===== config.mk =====
export PLATFORM = sky130hd
export DESIGN_NAME = alu_exec_unit
export DESIGN_NICKNAME = d
export VERILOG_FILES = /design/src/rtl/alu_exec_unit.sv
export SDC_FILE = /design/constraint.sdc
export NUM_CORES = 1
export LEC_CHECK = 0
export BUFFER_PORTS_ARGS = -buffer_cell sky130_fd_sc_hd__buf_2
export CORE_MARGIN = 10
export CORE_UTILIZATION = 40
export CTS_CLUSTER_SIZE = 20
export DETAILED_ROUTE_END_ITERATION = 10
export SETUP_SLACK_MARGIN = 0.4
export SLEW_MARGIN = 40
export SYNTH_ARGS = -nofsm -noshare
export SYNTH_HDL_FRONTEND = slang
export SYNTH_SLANG_ARGS = --single-unit

===== constraint.sdc =====
create_clock -name clk -period 13 [get_ports clk]
set_clock_uncertainty 0.1 [all_clocks]
set_input_delay 1.3 -clock clk [delete_from_list [all_inputs] [get_ports clk]]
set_output_delay 1.3 -clock clk [all_outputs]
set_load 0.005 [all_outputs]

===== src/rtl/alu_exec_unit.sv =====
// alu_exec_unit: EX-stage ALU with integrated operation decode.
// Decodes alu_op/funct3/funct7 into a 4-bit operation code and executes it.
// Base ops finish in one cycle. MUL/DIV/DIVU/REM/REMU use an iterative
// one-bit-per-cycle datapath. Handshakes are valid/ready on both sides.
//
// state | meaning
// ------+-----------------------------------------------------------
// IDLE  | waiting for a request, in_ready=1
// BUSY  | iterating shift-add multiply or restoring divide
// DONE  | result held, out_valid=1 until out_ready

module alu_exec_unit #(
    parameter  int XLEN = 32,
    localparam int SHW  = $clog2(XLEN)
) (
    input  logic            clk,
    input  logic            rst,
    input  logic            in_valid,
    output logic            in_ready,
    input  logic [1:0]      alu_op,
    input  logic [6:0]      funct7,
    input  logic [2:0]      funct3,
    input  logic [XLEN-1:0] op_a,
    input  logic [XLEN-1:0] op_b,
    output logic            out_valid,
    input  logic            out_ready,
    output logic [XLEN-1:0] result,
    output logic [3:0]      operation,
    output logic            illegal,
    output logic            busy
);

    localparam logic [3:0] OP_AND     = 4'b0000;
    localparam logic [3:0] OP_OR      = 4'b0001;
    localparam logic [3:0] OP_ADD     = 4'b0010;
    localparam logic [3:0] OP_SLL     = 4'b0011;
    localparam logic [3:0] OP_SRL     = 4'b0100;
    localparam logic [3:0] OP_SRA     = 4'b0101;
    localparam logic [3:0] OP_SUB     = 4'b0110;
    localparam logic [3:0] OP_SLT     = 4'b0111;
    localparam logic [3:0] OP_SLTU    = 4'b1000;
    localparam logic [3:0] OP_MUL     = 4'b1001;
    localparam logic [3:0] OP_DIV     = 4'b1010;
    localparam logic [3:0] OP_DIVU    = 4'b1011;
    localparam logic [3:0] OP_XOR     = 4'b1100;
    localparam logic [3:0] OP_REM     = 4'b1101;
    localparam logic [3:0] OP_REMU    = 4'b1110;
    localparam logic [3:0] OP_ILLEGAL = 4'b1111;

    localparam logic [SHW:0]    CNT_INIT = (SHW+1)'(XLEN);
    localparam logic [SHW:0]    CNT_ONE  = (SHW+1)'(1);
    localparam logic [XLEN-1:0] INT_MIN  = {1'b1, {(XLEN-1){1'b0}}};

    typedef enum logic [1:0] {
        S_IDLE,
        S_BUSY,
        S_DONE
    } state_t;

    state_t          state_q, state_d;
    logic [SHW:0]    cnt_q, cnt_d;
    logic [XLEN-1:0] acc_q, acc_d;
    logic [XLEN-1:0] opx_q, opx_d;
    logic [XLEN-1:0] opy_q, opy_d;
    logic            qneg_q, qneg_d;
    logic            rneg_q, rneg_d;
    logic [XLEN-1:0] result_q, result_d;
    logic [3:0]      operation_q, operation_d;
    logic            illegal_q, illegal_d;

    logic [3:0]      op_dec;
    logic [XLEN-1:0] alu_res;
    logic [SHW-1:0]  shamt;
    logic            signed_div;
    logic            div_ovf;
    logic [XLEN-1:0] mag_a;
    logic [XLEN-1:0] mag_b;
    logic [XLEN:0]   rem_sh;
    logic [XLEN:0]   rem_diff;

    assign shamt = op_b[SHW-1:0];

    // Decode the control fields into an operation code.
    always_comb begin
        op_dec = OP_ILLEGAL;
        case (alu_op)
            2'b00: op_dec = OP_ADD;
            2'b01: op_dec = OP_SUB;
            default: begin
                if (alu_op == 2'b10 && funct7 == 7'b0000001) begin
                    case (funct3)
                        3'b000:  op_dec = OP_MUL;
                        3'b100:  op_dec = OP_DIV;
                        3'b101:  op_dec = OP_DIVU;
                        3'b110:  op_dec = OP_REM;
                        3'b111:  op_dec = OP_REMU;
                        default: op_dec = OP_ILLEGAL;
                    endcase
                end else if (alu_op == 2'b10 && funct7 != 7'b0000000
                             && funct7 != 7'b0100000) begin
                    op_dec = OP_ILLEGAL;
                end else begin
                    case (funct3)
                        3'b000:  op_dec = (alu_op == 2'b10 && funct7 == 7'b0100000)
                                          ? OP_SUB : OP_ADD;
                        3'b001:  op_dec = OP_SLL;
                        3'b010:  op_dec = OP_SLT;
                        3'b011:  op_dec = OP_SLTU;
                        3'b100:  op_dec = OP_XOR;
                        3'b101:  op_dec = funct7[5] ? OP_SRA : OP_SRL;
                        3'b110:  op_dec = OP_OR;
                        default: op_dec = OP_AND;
                    endcase
                end
            end
        endcase
    end

    // Single-cycle results; iterative ops and ILLEGAL fall through to zero.
    always_comb begin
        alu_res = '0;
        case (op_dec)
            OP_AND:  alu_res = op_a & op_b;
            OP_OR:   alu_res = op_a | op_b;
            OP_XOR:  alu_res = op_a ^ op_b;
            OP_ADD:  alu_res = op_a + op_b;
            OP_SUB:  alu_res = op_a - op_b;
            OP_SLL:  alu_res = op_a << shamt;
            OP_SRL:  alu_res = op_a >> shamt;
            OP_SRA:  alu_res = $unsigned($signed(op_a) >>> shamt);
            OP_SLT:  alu_res = {{(XLEN-1){1'b0}}, ($signed(op_a) < $signed(op_b))};
            OP_SLTU: alu_res = {{(XLEN-1){1'b0}}, (op_a < op_b)};
            default: alu_res = '0;
        endcase
    end

    // Operand magnitudes and special-case detection for division.
    always_comb begin
        signed_div = (op_dec == OP_DIV) || (op_dec == OP_REM);
        div_ovf    = signed_div && (op_a == INT_MIN) && (op_b == '1);
        mag_a      = (signed_div && op_a[XLEN-1]) ? (-op_a) : op_a;
        mag_b      = (signed_div && op_b[XLEN-1]) ? (-op_b) : op_b;
    end

    // Next-state logic: request capture, one iteration step, and result hand-off.
    always_comb begin
        state_d     = state_q;
        cnt_d       = cnt_q;
        acc_d       = acc_q;
        opx_d       = opx_q;
        opy_d       = opy_q;
        qneg_d      = qneg_q;
        rneg_d      = rneg_q;
        result_d    = result_q;
        operation_d = operation_q;
        illegal_d   = illegal_q;
        rem_sh      = '0;
        rem_diff    = '0;

        case (state_q)
            S_IDLE: begin
                if (in_valid) begin
                    operation_d = op_dec;
                    illegal_d   = (op_dec == OP_ILLEGAL);
                    result_d    = alu_res;
                    state_d     = S_DONE;
                    case (op_dec)
                        OP_MUL: begin
                            state_d = S_BUSY;
                            cnt_d   = CNT_INIT;
                            acc_d   = '0;
                            opx_d   = op_a;
                            opy_d   = op_b;
                        end
                        OP_DIV, OP_DIVU, OP_REM, OP_REMU: begin
                            if (op_b == '0) begin
                                result_d = (op_dec == OP_DIV || op_dec == OP_DIVU)
                                           ? '1 : op_a;
                            end else if (div_ovf) begin
                                result_d = (op_dec == OP_DIV) ? op_a : '0;
                            end else begin
                                state_d = S_BUSY;
                                cnt_d   = CNT_INIT;
                                acc_d   = '0;
                                opx_d   = mag_a;
                                opy_d   = mag_b;
                                qneg_d  = signed_div && (op_a[XLEN-1] ^ op_b[XLEN-1]);
                                rneg_d  = signed_div && op_a[XLEN-1];
                            end
                        end
                        default: ;
                    endcase
                end
            end

            S_BUSY: begin
                cnt_d = cnt_q - CNT_ONE;
                if (operation_q == OP_MUL) begin
                    // acc accumulates the product, opy is the shifted multiplicand
                    if (opx_q[0]) begin
                        acc_d = acc_q + opy_q;
                    end
                    opy_d = opy_q << 1;
                    opx_d = opx_q >> 1;
                end else begin
                    // acc is the partial remainder, opx shifts dividend out and quotient in
                    rem_sh   = {acc_q, opx_q[XLEN-1]};
                    rem_diff = rem_sh - {1'b0, opy_q};
                    if (!rem_diff[XLEN]) begin
                        acc_d = rem_diff[XLEN-1:0];
                        opx_d = {opx_q[XLEN-2:0], 1'b1};
                    end else begin
                        acc_d = rem_sh[XLEN-1:0];
                        opx_d = {opx_q[XLEN-2:0], 1'b0};
                    end
                end
                if (cnt_q == CNT_ONE) begin
                    state_d = S_DONE;
                    case (operation_q)
                        OP_MUL:  result_d = acc_d;
                        OP_DIV:  result_d = qneg_q ? (-opx_d) : opx_d;
                        OP_DIVU: result_d = opx_d;
                        OP_REM:  result_d = rneg_q ? (-acc_d) : acc_d;
                        default: result_d = acc_d;
                    endcase
                end
            end

            S_DONE: begin
                if (out_ready) begin
                    state_d = S_IDLE;
                end
            end

            default: state_d = S_IDLE;
        endcase
    end

    // State and datapath registers; reset discards any in-flight operation.
    always_ff @(posedge clk or posedge rst) begin
        if (rst) begin
            state_q     <= S_IDLE;
            cnt_q       <= '0;
            acc_q       <= '0;
            opx_q       <= '0;
            opy_q       <= '0;
            qneg_q      <= 1'b0;
            rneg_q      <= 1'b0;
            result_q    <= '0;
            operation_q <= 4'b0000;
            illegal_q   <= 1'b0;
        end else begin
            state_q     <= state_d;
            cnt_q       <= cnt_d;
            acc_q       <= acc_d;
            opx_q       <= opx_d;
            opy_q       <= opy_d;
            qneg_q      <= qneg_d;
            rneg_q      <= rneg_d;
            result_q    <= result_d;
            operation_q <= operation_d;
            illegal_q   <= illegal_d;
        end
    end

    assign in_ready  = (state_q == S_IDLE) && !rst;
    assign out_valid = (state_q == S_DONE);
    assign busy      = (state_q == S_BUSY);
    assign result    = result_q;
    assign operation = operation_q;
    assign illegal   = illegal_q;

endmodule


==> results of run 1 <==
## state kept, by name, indices dropped and copies added (netlist names)
register and count:
illegal 1, opx_q 32, acc_q 32, cnt_q 6, result 32, operation 4, state_q 2, qneg_q 1
opy_q 32, rneg_q 1
## through the flow
| step | utilization | setup WS, ns | instances | hold WS, ns | power [mW] |
|---|---|---|---|---|---|
| after detailed placement | 0.423 | 6.66 | 4024 | 0.389 | 4.17 |
| after global routing | 0.433 | 6.23 | 4057 | 0.434 | 5.10 |
| final | 0.433 | 6.56 | 4057 | 0.397 | 4.78 |
| after global placement | 0.421 | 6.56 | 4022 | 0.385 | 4.16 |
| after floorplan | - | 7.20 | 3331 | 0.365 | 3.07 |
| after CTS | 0.433 | 6.73 | 4056 | 0.404 | 4.68 |
## worst paths after layout
kind	slack (ns)	end	from	cells past startpoint
worst max-delay path	6.56	result[30]$_DFFE_PP0P_	opx_q[31]$_DFFE_PP0P_	22
worst min-delay path	0.40	cnt_q[1]$_DFFE_PP0P_	cnt_q[1]$_DFFE_PP0P_	2
worst max register to register	6.56	result[30]$_DFFE_PP0P_	opx_q[31]$_DFFE_PP0P_	22
worst min register to register	0.40	cnt_q[1]$_DFFE_PP0P_	cnt_q[1]$_DFFE_PP0P_	2
max in group asynchronous	10.72	result[24]$_DFFE_PP0P_	rst	3
min in group asynchronous	0.84	state_q[1]$_DFFE_PP0P_	rst	2
## critical path: cells and delay by family, from the launching register on
| family | cells | cell delay [ns] |
|---|---|---|
| AO/OA/AOI/OAI | 9 | 2.49 |
| adder cells (fa/ha/maj) | 3 | 0.68 |
| buffers and inverters | 4 | 0.64 |
| flip-flops | 1 | 0.45 |
| AND/OR/NAND/NOR | 6 | 1.96 |
## cell families (layout without fill, tap and decap cells)
group / Yosys count / in the layout
compound gates: 1211 / 1211
xor+xnor: 155 / 155
fa+ha+maj: 171 / 171
buf+inv: 427 / 379
flops: 143 / 143
mux: 153 / 153
other cells: 0 / 1
simple gates: 1071 / 1071
## layout by cell type, fill, tap and decap left out, types with 32 or more instances in the layout
master / synthesis / final
o31ai_1: 47 / 46
nand4_1: 51 / 51
ha_1: 167 / 167
nor3_1: 70 / 64
a211oi_1: 47 / 47
dfrtp_1: 143 / 143
buf_4: 0 / 52
mux2i_1: 97 / 97
a31oi_1: 52 / 52
nor2_1: 372 / 370
nand2_1: 300 / 300
a21oi_1: 297 / 297
mux4_2: 44 / 44
o21ai_0: 310 / 310
xnor2_1: 114 / 114
o211ai_1: 37 / 37
xor2_1: 41 / 41
buf_2: 11 / 118
a21o_1: 51 / 51
a221oi_1: 32 / 32
nand3_1: 58 / 58
inv_1: 171 / 169
## area by class of cell
class | instances | area, um^2 | area share
tap | 773 | 967 | 0.0380
antenna | 1 | 2.50 | 0.0000983
clock buffer | 17 | 425 | 0.0167
timing repair buffer | 172 | 1010 | 0.0398
clock inverter | 15 | 140 | 0.00551
inverter | 175 | 667 | 0.0262
multi-input combinational | 2761 | 18700 | 0.733
sequential | 143 | 3580 | 0.141
## per-layer routing
| metal | global-route usage | vias up | wire, um |
|---|---|---|---|
| met4 | 0.140 | 4 | 5560 |
| met5 | 0 | - | 25 |
| met2 | 0.491 | 1712 | 50800 |
| met3 | 0.0565 | 277 | 12300 |
| li1 | - | 12226 | - |
| met1 | 0.430 | 13171 | 48200 |
## power by group
part           internal (mW)  leakage (nW)  switching, mW
registers              0.626          1.81          0.284
clock network          0.255         0.278          0.240
logic                   1.18          8.71           2.20
## cells in the mapped netlist, types with 37 or more instances
library cell	number
a211oi_1	47
a21o_1	51
a21oi_1	297
a31oi_1	52
clkbuf_1	209
dfrtp_1	143
ha_1	167
inv_1	171
mux2i_1	97
mux4_2	44
nand2_1	300
nand3_1	58
nand4_1	51
nor2_1	372
nor3_1	70
o211ai_1	37
o21ai_0	310
o31ai_1	47
xnor2_1	114
xor2_1	41
==> impl_metrics.env, run 1 <==
export IMPL_seq_area_frac_synth=0.151
export IMPL_setup_viol=0
export IMPL_stdcell_area_mm2=0.0255
export IMPL_synth_top_family_by_area="compound AO/OA/AOI/OAI gates"
export IMPL_tightest_slew_ns=1.02
export IMPL_die_w_um=263
export IMPL_hold_buffers=0
export IMPL_worstSkewPairLatency_ns=0.46
export IMPL_leakagePower_nw=10.8
export IMPL_hold_viol=0
export IMPL_clock_sinks=143
export IMPL_crit_top_cell="inv_1"
export IMPL_avgSynthCellArea_um2=7.12
export IMPL_antenna_found_initial=7
export IMPL_critPathCaptureType="flop"
export IMPL_initial_core_util=0.403
export IMPL_cts_root_buf="clkbuf_16"
export IMPL_async_flop_share=1.00
export IMPL_ys_flop_type="dfrtp_1"
export IMPL_slowest_delay_ns=0.52
export IMPL_syn_instance_count=3331
export IMPL_syn2layout_area_growth_pct=7.40
export IMPL_core_area_mm2=0.0588
export IMPL_nFillCells=6170
export IMPL_die_h_um=263
export IMPL_synth_xor_area_share=0.0573
export IMPL_num_rows=89
export IMPL_drt_vias_per_instance=6.75
export IMPL_yosys_area_share_adder=0.0915
export IMPL_cts_tree="yes"
export IMPL_place_area_mm2=0.0249
export IMPL_grt_start_max_net_pins=92
export IMPL_gp_congestion=1.11
export IMPL_yosysWarnings=0
export IMPL_postCtsSetupBuffers=0
export IMPL_die_area_mm2=0.0694
export IMPL_dr_total_vias=27390
export IMPL_cpMaxStageDelayCell="nor4_2"
export IMPL_cts_max_level=4
export IMPL_start_kind="flop"
export IMPL_synth_area_mm2=0.0237
export IMPL_cp_cell_sequence="inv_1, ha_1, inv_1, fa_1, a211oi_1, o21ai_1, o2111a_1, o21ai_2, nand3_1, buf_4, nand2_2, nand2_1, a31oi_1, inv_1, ha_1, o21ai_0, a31oi_1, nand4b_1, nor4_2, nand3_1, o41a_1, a211oi_1"
export IMPL_cts_resized=0
export IMPL_finalCritPeriodShare=0.495
export IMPL_post_route_drc_count=0
export IMPL_ir_drop_mv=0.111
export IMPL_cts_made_buffers=17
export IMPL_nets=3521
export IMPL_rsz0062_at_grt="false"
export IMPL_synth_area_leaders="dfrtp_1 (15%), ha_1 (8.8%), o21ai_0 (6.5%), a21oi_1 (6.3%), nor2_1 (5.9%)"
export IMPL_synth_compound_area_frac=0.333
export IMPL_syn_nets=3582
export IMPL_fin_tns_setup_ns=0
export IMPL_synth_edf_count=0
export IMPL_wl_um=117000
export IMPL_slew_violations=0
export IMPL_grt_overflow=0
export IMPL_power_density_mw_per_mm2=188
export IMPL_grtUsageTotal=0.319
export IMPL_fin_crit_ns=6.44
export IMPL_maxCapViolCount=0
export IMPL_cp_required_ns=13.25
export IMPL_hp_class="reg2reg"
export IMPL_criticalPathCategory="reg2reg"
export IMPL_ios=120
export IMPL_yosysUniqueCellTypes=103
export IMPL_clkTransAtPathRegs_ns=0.07
export IMPL_clk_path_buf_depth=2
export IMPL_drt_iter0_drc=4096
export IMPL_synth_simple_gate_area_frac=0.211
export IMPL_critical_path_arrival_ns=6.69
export IMPL_slew_headroom=0.312
export IMPL_fmax_mhz=155
export IMPL_grt_first_pass_wirelength_um=172000
export IMPL_place_hpwl_um=88600
export IMPL_layout_drive_gt1_share=0.102
export IMPL_io_buffers=119
export IMPL_ys_seq_elements=143
export IMPL_synth_top_area_share=0.151
export IMPL_critPathMaxFanout=25
export IMPL_outcome="completed"
export IMPL_routedWlPerCell_um=28.8
export IMPL_dr_pass1_iters=6
export IMPL_first_global_vias=25276
export IMPL_synth_mux_area_frac=0.0886
export IMPL_postRouteAntennaNets=0
export IMPL_yosysTopAreaCell="dfrtp_1"
No activity file was read; power rests on OpenSTA's default activity.
==> run 2: changes to the inputs <==
- clock period: 13 -> 5.5 ns (I/O delays scaled with it)
==> run 2 against run 1 <==
Compared with the run above: worst setup slack lost 6.1 ns; critical path depth shrank 5; global-route usage fell by 0.47 points; total power rose to 2.5 times the previous value; critical path type unchanged; critical endpoint is now result[31]$_DFFE_PP0P_; largest power group unchanged.
==> impl_metrics.env, run 2 (synthesis gave the netlist of run 1 again) <==
export IMPL_outcome="completed"
export IMPL_cts_tree="yes"
export IMPL_clock_sinks=143
export IMPL_gp_congestion=1.08
export IMPL_fin_crit_ns=5.03
export IMPL_dr_wl_met2_um=49600
export IMPL_clkTransAtPathRegs_ns=0.07
export IMPL_layout_common_cells="nor2_1 (368), o21ai_0 (308), nand2_1 (300)"
export IMPL_hold_buffers=0
export IMPL_cts_made_buffers=17
export IMPL_layout_drive_gt1_share=0.132
export IMPL_criticalPathCategory="reg2reg"
export IMPL_antenna_found_initial=12
export IMPL_dr_total_vias=27681
export IMPL_critical_path_arrival_ns=5.32
export IMPL_fmax_mhz=199
export IMPL_postRouteAntennaNets=0
export IMPL_die_w_um=263
export IMPL_power_density_mw_per_mm2=454
export IMPL_io_buffers=119
export IMPL_routed_top_layer="met5"
export IMPL_hp_class="in2async"
export IMPL_route_layer_met1_wl_um=45800
export IMPL_num_rows=89
export IMPL_setup_viol=0
export IMPL_nets=3610
export IMPL_holdWs_ns=0.0761
export IMPL_core_area_mm2=0.0588
export IMPL_ios=120
export IMPL_drt_iter0_drc=3903
export IMPL_rsz0062_at_grt="false"
export IMPL_grt_overflow=0
export IMPL_first_global_vias=25682
export IMPL_post_route_drc_count=0
export IMPL_place_hpwl_um=89400
export IMPL_fin_util=0.449
export IMPL_grtUsageTotal=0.315
export IMPL_wl_um=115000
export IMPL_grt_first_pass_wirelength_um=169000
export IMPL_grt_start_max_net_pins=92
export IMPL_slew_headroom=0.354
export IMPL_critPathCaptureType="flop"
export IMPL_die_h_um=263
export IMPL_dr_pass1_iters=7
export IMPL_initial_core_util=0.403
export IMPL_drt_vias_per_instance=6.67
export IMPL_tightest_slew_ns=0.963
export IMPL_wl_met3_um=13300
export IMPL_finalCritPeriodShare=0.914
export IMPL_slew_violations=0
export IMPL_maxCapViolCount=0
export IMPL_clk_path_buf_depth=2
export IMPL_hold_viol=0
export IMPL_syn2layout_area_growth_pct=11.4
export IMPL_worstSkewPairLatency_ns=0.47
export IMPL_leakagePower_nw=11.3
export IMPL_cts_max_level=4
export IMPL_start_kind="flop"
export IMPL_final_common_cell="nor2_1"
export IMPL_cts_root_buf="clkbuf_16"
export IMPL_cp_required_ns=5.79
export IMPL_die_area_mm2=0.0694
export IMPL_ir_drop_mv=0.317
export IMPL_critPathMaxFanout=17
export IMPL_fin_tns_setup_ns=0
export IMPL_routedWlPerCell_um=27.8
==> run 2: area by class of cell <==
type	instances	area (um^2)
Fill cell	6142	32400
Multi-Input combinational cell	2761	18800
Sequential cell	143	3580
Timing Repair Buffer	261	1770
Tap cell	773	967
Inverter	175	667
Clock buffer	17	425
Clock inverter	15	190
Antenna cell	4	10.0
==> run 2: repair_timing <==
action	4_1_cts	5_1_grt
resized for setup	7	32
pin swaps	0	16
buffers inserted	0	11
setup endpoints to repair	5	15
==> run 2: critical path, stage by stage (launching register included) <==
cell and delay (ns):
dfrtp_1 0.43, inv_1 0.11, ha_1 0.17, inv_1 0.06, fa_2 0.40, a211oi_4 0.29
o21ai_4 0.12, o2111ai_4 0.25, a21boi_2 0.14, nor3_4 0.24, buf_6 0.23, nor4_1 0.08
a311o_1 0.37, or3b_1 0.44, or4_4 0.56, or4b_1 0.58, mux2_4 0.32, nand3_2 0.06
==> run 2: worst paths after layout <==
kind / start / to / slack [ns] / cells after the start
setup / recovery: opx_q[31]$_DFFE_PP0P_ / result[31]$_DFFE_PP0P_ / 0.47 / 17
hold / removal: rst / state_q[1]$_DFFE_PP0P_ / 0.08 / 2
setup reg to reg: opx_q[31]$_DFFE_PP0P_ / result[31]$_DFFE_PP0P_ / 0.47 / 17
hold reg to reg: cnt_q[1]$_DFFE_PP0P_ / cnt_q[1]$_DFFE_PP0P_ / 0.41 / 2
max in group asynchronous: rst / acc_q[30]$_DFFE_PP0P_ / 4.21 / 3
min in group clk: out_ready / state_q[1]$_DFFE_PP0P_ / 0.17 / 2
==> run 2: stage by stage <==
step | cell area, um^2 | cells | power, mW | setup slack (ns)
global route | 26400 | 4148 | 12.7 | 0.340
floorplan | 23700 | 3331 | 7.27 | 0.407
detailed placement | 25500 | 4102 | 10.1 | 0.219
global placement | 25500 | 4102 | 10.1 | 0.366
CTS | 26100 | 4134 | 11.5 | 0.403
finish | 26400 | 4149 | 12.0 | 0.472
==> run 2: per-layer routing <==
metal | up-vias | track usage
met3 | 334 | 0.0724
li1 | 12428 | -
met5 | - | 0
met4 | 12 | 0.166
met1 | 13073 | 0.404
met2 | 1834 | 0.483
==> run 2: power by group <==
part | total (mW) | leakage, nW | switching [mW] | internal [mW]
Sequential | 2.11 | 1.81 | 0.624 | 1.48
Combinational | 8.61 | 9.18 | 5.49 | 3.12
Clock | 1.26 | 0.301 | 0.569 | 0.694
